--- src/rtl/alu_seq_ctrl.sv ---
// Multi-byte sequencer that drives an 8-bit ALU one byte per cycle, chains the
// shift/carry bit between bytes, assembles the wide result and pulses done.
package alu_seq_pkg;
  typedef enum logic [1:0] {
    CMD_ADD   = 2'b00,
    CMD_XOR   = 2'b01,
    CMD_SHR   = 2'b10,
    CMD_CMPEQ = 2'b11
  } cmd_e;

  // ALU OP encodings shared with the ALU definitions
  localparam logic [3:0] kADD = 4'h0;
  localparam logic [3:0] kXOR = 4'h2;
  localparam logic [3:0] kLRS = 4'h5;
  localparam logic [3:0] kENQ = 4'h9;
endpackage

module alu_seq_ctrl
  import alu_seq_pkg::*;
#(
  parameter int NBYTES = 2
) (
  input  logic                CLK,
  input  logic                reset,
  input  logic                start,
  input  logic                abort,
  input  logic [1:0]          cmd,
  input  logic                cin,
  input  logic [8*NBYTES-1:0] a_in,
  input  logic [8*NBYTES-1:0] b_in,
  output logic [8*NBYTES-1:0] res_out,
  output logic                cout,
  output logic                flag_out,
  output logic                busy,
  output logic                done,
  output logic [7:0]          alu_a,
  output logic [7:0]          alu_b,
  output logic [3:0]          alu_op,
  output logic                alu_t,
  output logic                alu_sc_in,
  input  logic [7:0]          alu_out,
  input  logic                alu_sc_out,
  input  logic                alu_zero
);
  localparam int W  = 8 * NBYTES;
  localparam int IW = (NBYTES > 1) ? $clog2(NBYTES) : 1;
  localparam logic [IW-1:0] LAST_IDX = IW'(NBYTES - 1);

  typedef enum logic [1:0] {S_IDLE, S_RUN, S_DONE} state_e;

  state_e          state_q, state_d;
  cmd_e            cmd_q, cmd_d;
  logic [W-1:0]    a_q, a_d, b_q, b_d, res_q, res_d;
  logic            carry_q, carry_d, flag_q, flag_d;
  logic [IW-1:0]   idx_q, idx_d, sel;

  // SHR walks from the MSB byte down so each byte's bit0 can feed the next
  always_comb sel = (cmd_q == CMD_SHR) ? (LAST_IDX - idx_q) : idx_q;

  always_comb begin
    alu_a     = '0;
    alu_b     = '0;
    alu_op    = kADD;
    alu_t     = 1'b0;
    alu_sc_in = 1'b0;
    if (state_q == S_RUN) begin
      alu_a = a_q[sel*8 +: 8];
      alu_b = b_q[sel*8 +: 8];
      case (cmd_q)
        CMD_ADD: begin
          alu_op    = kADD;
          alu_sc_in = carry_q;
        end
        CMD_XOR: alu_op = kXOR;
        CMD_SHR: begin
          alu_op    = kLRS;
          alu_t     = 1'b1;
          alu_sc_in = carry_q;
        end
        default: alu_op = kENQ;
      endcase
    end
  end

  // NOTE: every signal assigned here gets a default first, so no path can
  // leave it unassigned and infer a latch.
  always_comb begin
    state_d = state_q;
    cmd_d   = cmd_q;
    a_d     = a_q;
    b_d     = b_q;
    res_d   = res_q;
    carry_d = carry_q;
    flag_d  = flag_q;
    idx_d   = idx_q;
    case (state_q)
      S_IDLE: begin
        if (start) begin
          a_d     = a_in;
          b_d     = b_in;
          cmd_d   = cmd_e'(cmd);
          carry_d = cin;
          res_d   = '0;
          idx_d   = '0;
          flag_d  = 1'b1;
          state_d = S_RUN;
        end
      end
      S_RUN: begin
        if (cmd_q != CMD_CMPEQ) res_d[sel*8 +: 8] = alu_out;
        carry_d = (cmd_q == CMD_CMPEQ) ? 1'b0 : alu_sc_out;
        flag_d  = flag_q & ((cmd_q == CMD_CMPEQ) ? alu_out[0] : alu_zero);
        idx_d   = (idx_q == LAST_IDX) ? '0 : idx_q + 1'b1;
        if (abort)                  state_d = S_IDLE;
        else if (idx_q == LAST_IDX) state_d = S_DONE;
      end
      default: state_d = S_IDLE;
    endcase
  end

  // NOTE: sequential state uses non-blocking assignments so every flop
  // samples its pre-edge value, independent of statement order.
  always_ff @(posedge CLK or negedge reset) begin
    if (!reset) begin
      state_q <= S_IDLE;
      cmd_q   <= CMD_ADD;
      a_q     <= '0;
      b_q     <= '0;
      res_q   <= '0;
      carry_q <= 1'b0;
      flag_q  <= 1'b0;
      idx_q   <= '0;
    end else begin
      state_q <= state_d;
      cmd_q   <= cmd_d;
      a_q     <= a_d;
      b_q     <= b_d;
      res_q   <= res_d;
      carry_q <= carry_d;
      flag_q  <= flag_d;
      idx_q   <= idx_d;
    end
  end

  assign res_out  = res_q;
  assign cout     = carry_q;
  assign flag_out = flag_q;
  assign busy     = (state_q != S_IDLE);
  assign done     = (state_q == S_DONE);
endmodule
--- config.mk ---
export PLATFORM = sky130hd
export DESIGN_NAME = alu_seq_ctrl
export DESIGN_NICKNAME = d
export VERILOG_FILES = /design/src/rtl/alu_seq_ctrl.sv
export SDC_FILE = /design/constraint.sdc
export NUM_CORES = 1
export LEC_CHECK = 0
export BUFFER_PORTS_ARGS = -buffer_cell sky130_fd_sc_hd__buf_2
export CAP_MARGIN = 25
export CORE_MARGIN = 2
export CORE_UTILIZATION = 53
export DETAILED_ROUTE_END_ITERATION = 10
export MAX_ROUTING_LAYER = met4
export PLACE_DENSITY = 0.84
export SETUP_SLACK_MARGIN = 0.2
export SYNTH_ARGS = -nofsm -noshare
export SYNTH_HDL_FRONTEND = slang
export SYNTH_SLANG_ARGS = --single-unit
--- constraint.sdc ---
create_clock -name CLK -period 4.1 [get_ports CLK]
set_clock_uncertainty 0.15 [all_clocks]
set_input_delay 0.615 -clock CLK [delete_from_list [all_inputs] [get_ports CLK]]
set_output_delay 0.615 -clock CLK [all_outputs]
set_load 0.01 [all_outputs]
==> metrics, run 1 <==
status=completed; Clock Path Buffers=2; total power=2.49 mW; Crit Path Max Fanout=16; DRC errors left=0; Final TNS setup=0 ns; final slew viol count=0; total wire length=5.16 mm; crit path DAT=2.21 ns; fin nets=337; Rows=25; Worst-path clk slew=0.09 ns; distinct cell type count after synthesis=31; syn_nets=249; synthesized netlist cell count=200; fin cells=342; DP Wirelength=3.70 mm; RSZ-0062 raised after global routing=no; largest net degree at the start of global routing=39; Max VDD drop=513 uV; final setup vio count=0; worst r2r path cells=4; wire per inst=15.1 um; FMAX=0.337 GHz; Routed Antenna Nets=0; IO Count=91; CP delay by family, top=flip-flops; Syn-to-layout area delta=22.1%; WP buf/inv=2; Core Footprint=0.00469 sq mm; Vias/cell=5.43; Skew-Pair Late Insertion Delay=0.29 ns; cell area after synthesis=0.00256 sq mm; Avg Inst Size Synth=12.8 sq um; cell count along the critical path=5; Die Width=73.5 um; Startpoint Class=register; P_leak=1.57 nW; Slew Limit Headroom=0.472; Worst-Margin Slew=0.792 ns; Buffers on Ports=90; die height=73.5 um; Final Hold Fails=0; Final min period=2.97 ns; pwr dens=797 mW/mm^2; critical path, cell by cell=and2b_4 -> xnor2_4 -> buf_4 -> mux2i_1 -> buf_2; Pre-Repair DR Iteration Count=4; Yosys warning total=0; post-CTS setup repair buffer count=0; root buffer cell=clkbuf_8; first-pass GRT wire length=8.22 mm; fin crit share=0.724; Req. time, crit path=3.34 ns; slowest CP cell=dfrtp_1; sequential element share of the synthesized area=0.538; total track usage=0.204; max incr delay on CP=0.50 ns; initial antenna violation count=0; Num CTS Buffers=5; critical path type=register to primary output; share of cells above drive strength 1=0.503; Initial Utilization=0.545; ANT cells=0; number of global-route vias before repair=1831; Post-CTS Hold Buffers=0; DR iter-0 viols=76; maxcap violations=0; #FFs+latches synth=55; Hold Crit Class=primary input to async pin; grt ovf=0; placed cell count=335; Die Area=0.00540 sq mm; CTS resizes=0; H-tree Lvls=2; Vias=1857; Final Wtd Congestion=0.758; clock sink count=55; endpoint type of the worst setup path=primary output; CTS tree=yes
==> kinds of logic (layout without fill, tap and decap cells) <==
group,after synthesis,in the layout,share of synthesized area
mux,50,50,0.212
compound gates,24,24,0.0881
buf+inv,15,103,0.0396
flops,55,55,0.538
simple gates,54,54,0.105
xor+xnor,2,2,0.0171
==> cell type report <==
class                   instances  area, sq um
inverters                       2         7.51
clock buffers                   6         72.6
clock inverters                 1         30.0
fillers                       371         1570
well taps                      54         67.6
multi-input cells             130         1090
flip-flops and latches         55         1380
repair buffers                 94          480
==> path summary, 6_finish.rpt <==
kind | end | from | slack, ns
max in group asynchronous | res_out[4]$_DFFE_PN0P_ | reset | 2.80
min in group CLK | state_q[1]$_DFFE_PN0P_ | abort | 0.34
min | res_out[6]$_DFFE_PN0P_ | reset | 0.24
max | alu_a[7] | cmd_q[1]$_DFFE_PN0P_ | 1.13
max reg2reg | flag_out$_DFFE_PN0P_ | state_q[0]$_DFFE_PN0P_ | 2.20
min reg2reg | res_out[13]$_DFFE_PN0P_ | res_out[13]$_DFFE_PN0P_ | 0.34
==> flip-flops by register name, indices dropped and copies added (netlist names) <==
register  flops
b_q          16
cmd_q         2
res_out      16
state_q       2
idx_q         1
flag_out      1
cout          1
a_q          16
==> cell usage in the layout (no fill, tap or decap), types with 3 or more instances in the layout <==
cell type	synthesis	routed
nor3b_1	3	3
dfrtp_1	55	55
nand2_1	34	34
mux2i_1	16	16
a32o_1	16	16
clkbuf_8	0	5
buf_2	6	90
buf_4	4	4
mux2_2	34	34
and2_1	3	3
==> cells in the mapped netlist <==
cell	instances	area share
a21oi_2	1	0.0034
a221o_1	1	0.0039
a221oi_1	1	0.0034
a31o_2	1	0.0034
a32o_1	16	0.063
and2_1	3	0.0073
and2b_4	1	0.0039
and3_1	1	0.0024
and3b_2	1	0.0039
buf_2	6	0.012
buf_4	4	0.012
buf_6	3	0.013
dfrtp_1	55	0.54
inv_1	2	0.0029
mux2_2	34	0.15
mux2i_1	16	0.063
nand2_1	34	0.050
nand2b_1	1	0.0024
nor2_1	2	0.0029
nor2b_1	2	0.0049
nor3_1	1	0.0020
nor3b_1	3	0.0088
nor3b_2	1	0.0049
o21ai_0	2	0.0039
o21bai_1	1	0.0029
o21bai_2	1	0.0044
or2_2	2	0.0049
or2b_1	1	0.0029
or3b_1	1	0.0034
xnor2_4	1	0.011
xor2_2	1	0.0064
==> per-layer routing <==
| metal | global-route usage | routed length (um) | up-vias |
|---|---|---|---|
| met5 | - | 0 | - |
| li1 | - | - | 884 |
| met3 | 0.0604 | 386 | 6 |
| met4 | 0.0424 | 51 | 0 |
| met1 | 0.249 | 2330 | 902 |
| met2 | 0.336 | 2390 | 65 |
==> power by group <==
group / internal, mW / leakage (nW) / total (mW) / switching, mW
Combinational: 0.583 / 0.850 / 1.18 / 0.598
Sequential: 0.791 / 0.673 / 0.963 / 0.171
Clock: 0.179 / 0.0513 / 0.345 / 0.166
Total: 1.55 / 1.57 / 2.49 / 0.935
==> per-stage QoR <==
step	hold WS [ns]	worst slack [ns]	area, sq um	utilization
final	0.242	1.13	3120	0.666
after global routing	0.313	0.982	3120	0.666
after CTS	0.270	1.10	3120	0.666
after detailed placement	0.330	1.45	3020	0.644
after global placement	0.318	1.51	3020	0.644
after floorplan	0.169	1.98	2560	-
(Power assumes the default switching activity.)
==> run 2: changes to the inputs <==
CORE_UTILIZATION = 49   (was 53)
PLACE_DENSITY = 0.79   (was 0.84)
clock period = 2.8 ns   (was 4.1 ns; I/O delays follow)
==> run 2 against run 1 <==
Flip-flop and latch count is the same. Critical endpoint is now alu_a[1]. Utilization shrank 3.4 points. Largest power group unchanged. Largest cell class unchanged. Sequential share of layout area shrank 1.1 points.
==> metrics, run 2 (synthesized netlist as in run 1, its figures left out) <==
Die Area=0.00581 sq mm (+7.7%); wire per inst=14.2 um (-5.5%); H-tree Lvls=2 (unchanged); Worst-path clk slew=0.10 ns (about the same); commonest non-fill, non-tap cells in the layout=buf_2 (90), dfrtp_1 (55), nand2_1 (34), mux2_2 (34); largest net degree at the start of global routing=56 (+44%); IO Count=91 (unchanged); CTS tree=yes; share of cells above drive strength 1=0.514 (+0.0102); crit path DAT=1.88 ns (-0.33 ns); Clock Path Buffers=2 (unchanged); Final Hold Fails=0 (unchanged); Crit Path Max Fanout=12 (-4); pwr dens=1180 mW/mm^2 (+48%); Vias=1875 (+0.97%); Startpoint Class=register; initial antenna violation count=0 (unchanged); Initial Utilization=0.504 (-0.0411); number of global-route vias before repair=1926 (+5.2%); Worst-Margin Slew=0.768 ns (-0.0249 ns); most common cell after layout, fill and taps aside=buf_2; DP Wirelength=3.48 mm (-6.1%); Slew Limit Headroom=0.488 (+0.0166); Buffers on Ports=90 (unchanged); Final min period=2.45 ns; status=completed; Die Width=76.2 um (+3.8%); RSZ-0062 raised after global routing=no; FMAX=0.408 GHz; Skew-Pair Late Insertion Delay=0.31 ns (+0.02 ns); Post-CTS Hold Buffers=0 (unchanged); Rows=26 (+4.0%); Final Wtd Congestion=0.737 (-2.7%); root buffer cell=clkbuf_8; # fillers=435 (+17%); Core Footprint=0.00507 sq mm (+8.2%); maxcap violations=0 (unchanged); worst r2r path cells=3 (-1); final slew viol count=0 (unchanged); total power=3.77 mW (+52%); Num CTS Buffers=5 (unchanged); ANT cells=0 (unchanged); final setup vio count=0 (unchanged); DRC errors left=0 (unchanged); critical path type=register to primary output; Req. time, crit path=2.23 ns (-1.11 ns); Final TNS setup=0 ns (unchanged); Hold Crit Class=primary input to async pin; DR iter-0 viols=135 (+78%); Syn-to-layout area delta=25.3%; grt ovf=0 (unchanged); P_leak=1.60 nW (+1.4%); clock sink count=55 (unchanged); RR Startpoint=idx_q$_DFFE_PN0P_; first-pass GRT wire length=8.84 mm (+7.6%); Max VDD drop=505 uV (-1.6%); reg2reg end=res_out[11]$_DFFE_PN0P_; Routed Antenna Nets=0 (unchanged); endpoint type of the worst setup path=primary output; R2R Setup Slk=0.96 ns (-1.24 ns); Pre-Repair DR Iteration Count=4 (unchanged); total track usage=0.193 (-0.0104); Vias/cell=5.18 (-4.6%); die height=76.2 um (+3.8%); fin crit share=0.875; fin nets=340 (+0.89%); total wire length=5.16 mm (unchanged)
[run 2: cell types whose count changed in the layout (fill, tap and decap cells not counted)]
| cell | change |
|---|---|
| clkinvlp_4 | +1 |
| inv_6 | +1 |
| xnor2_4 | +1 |
| buf_12 | +2 |
| clkbuf_1 | -1 |
| inv_8 | +1 |
| bufinv_16 | -1 |
[run 2: layout make-up]
| class | instances | area, sq um | share of cell area |
|---|---|---|---|
| flip-flops and latches | 55 | 1380 | 0.430 |
| multi-input cells | 131 | 1120 | 0.348 |
| repair buffers | 96 | 520 | 0.162 |
| well taps | 70 | 87.6 | 0.0273 |
| clock buffers | 5 | 68.8 | 0.0215 |
| clock inverters | 3 | 27.5 | 0.00859 |
| inverters | 2 | 7.51 | 0.00234 |
[run 2: what timing repair did]
action                     in CTS  in global routing
setup endpoints to repair      16                  1
gates resized for setup         1                  0
cloned                          1                  0
pin swaps                       1                  1
buffers inserted                1                  2
[run 2: metrics by stage]
step | hold WS (ns) | setup slack (ns) | util | instances | instance area (sq um)
after detailed placement | 0.327 | 0.325 | 0.598 | 350 | 3030
after global routing | 0.125 | 0.253 | 0.631 | 362 | 3200
after CTS | 0.0938 | 0.321 | 0.626 | 360 | 3180
final | 0.0749 | 0.350 | 0.631 | 362 | 3200
after floorplan | -0.0256 | 0.876 | - | 200 | 2560
after global placement | 0.317 | 0.383 | 0.598 | 350 | 3030
[run 2: how the worst max path moves through the flow]
stage,start,end,slack (ns),cells after the start
final,cmd_q[0]$_DFFE_PN0P_,alu_a[1],0.35,5
after global routing,cmd_q[0]$_DFFE_PN0P_,alu_b[2],0.25,5
after CTS,cmd_q[1]$_DFFE_PN0P_,alu_b[4],0.32,4
after detailed placement,cmd_q[0]$_DFFE_PN0P_,alu_a[1],0.33,4
after global placement,cmd_q[0]$_DFFE_PN0P_,alu_a[1],0.38,4
after floorplan,cmd_q[0]$_DFFE_PN0P_,alu_a[0],0.88,4
[run 2: routing by layer]
metal / GRT usage / routed length (um) / up-vias
met5: - / 0 / -
met4: 0.0600 / 80 / 0
met3: 0.0509 / 332 / 9
met2: 0.323 / 2460 / 61
met1: 0.230 / 2280 / 908
li1: - / - / 897
[run 2: worst max-delay path, cell delays in order (launching register included)]
cell	delay, ns
dfrtp_1	0.47
and2b_4	0.39
xnor2_4	0.14
buf_12	0.18
mux2i_1	0.22
buf_2	0.16
[run 2: where the power goes]
part	leakage [nW]	switching, mW	internal, mW	total [mW]
logic	0.877	0.921	0.982	1.90
registers	0.673	0.249	1.16	1.41
clock network	0.0467	0.278	0.186	0.464
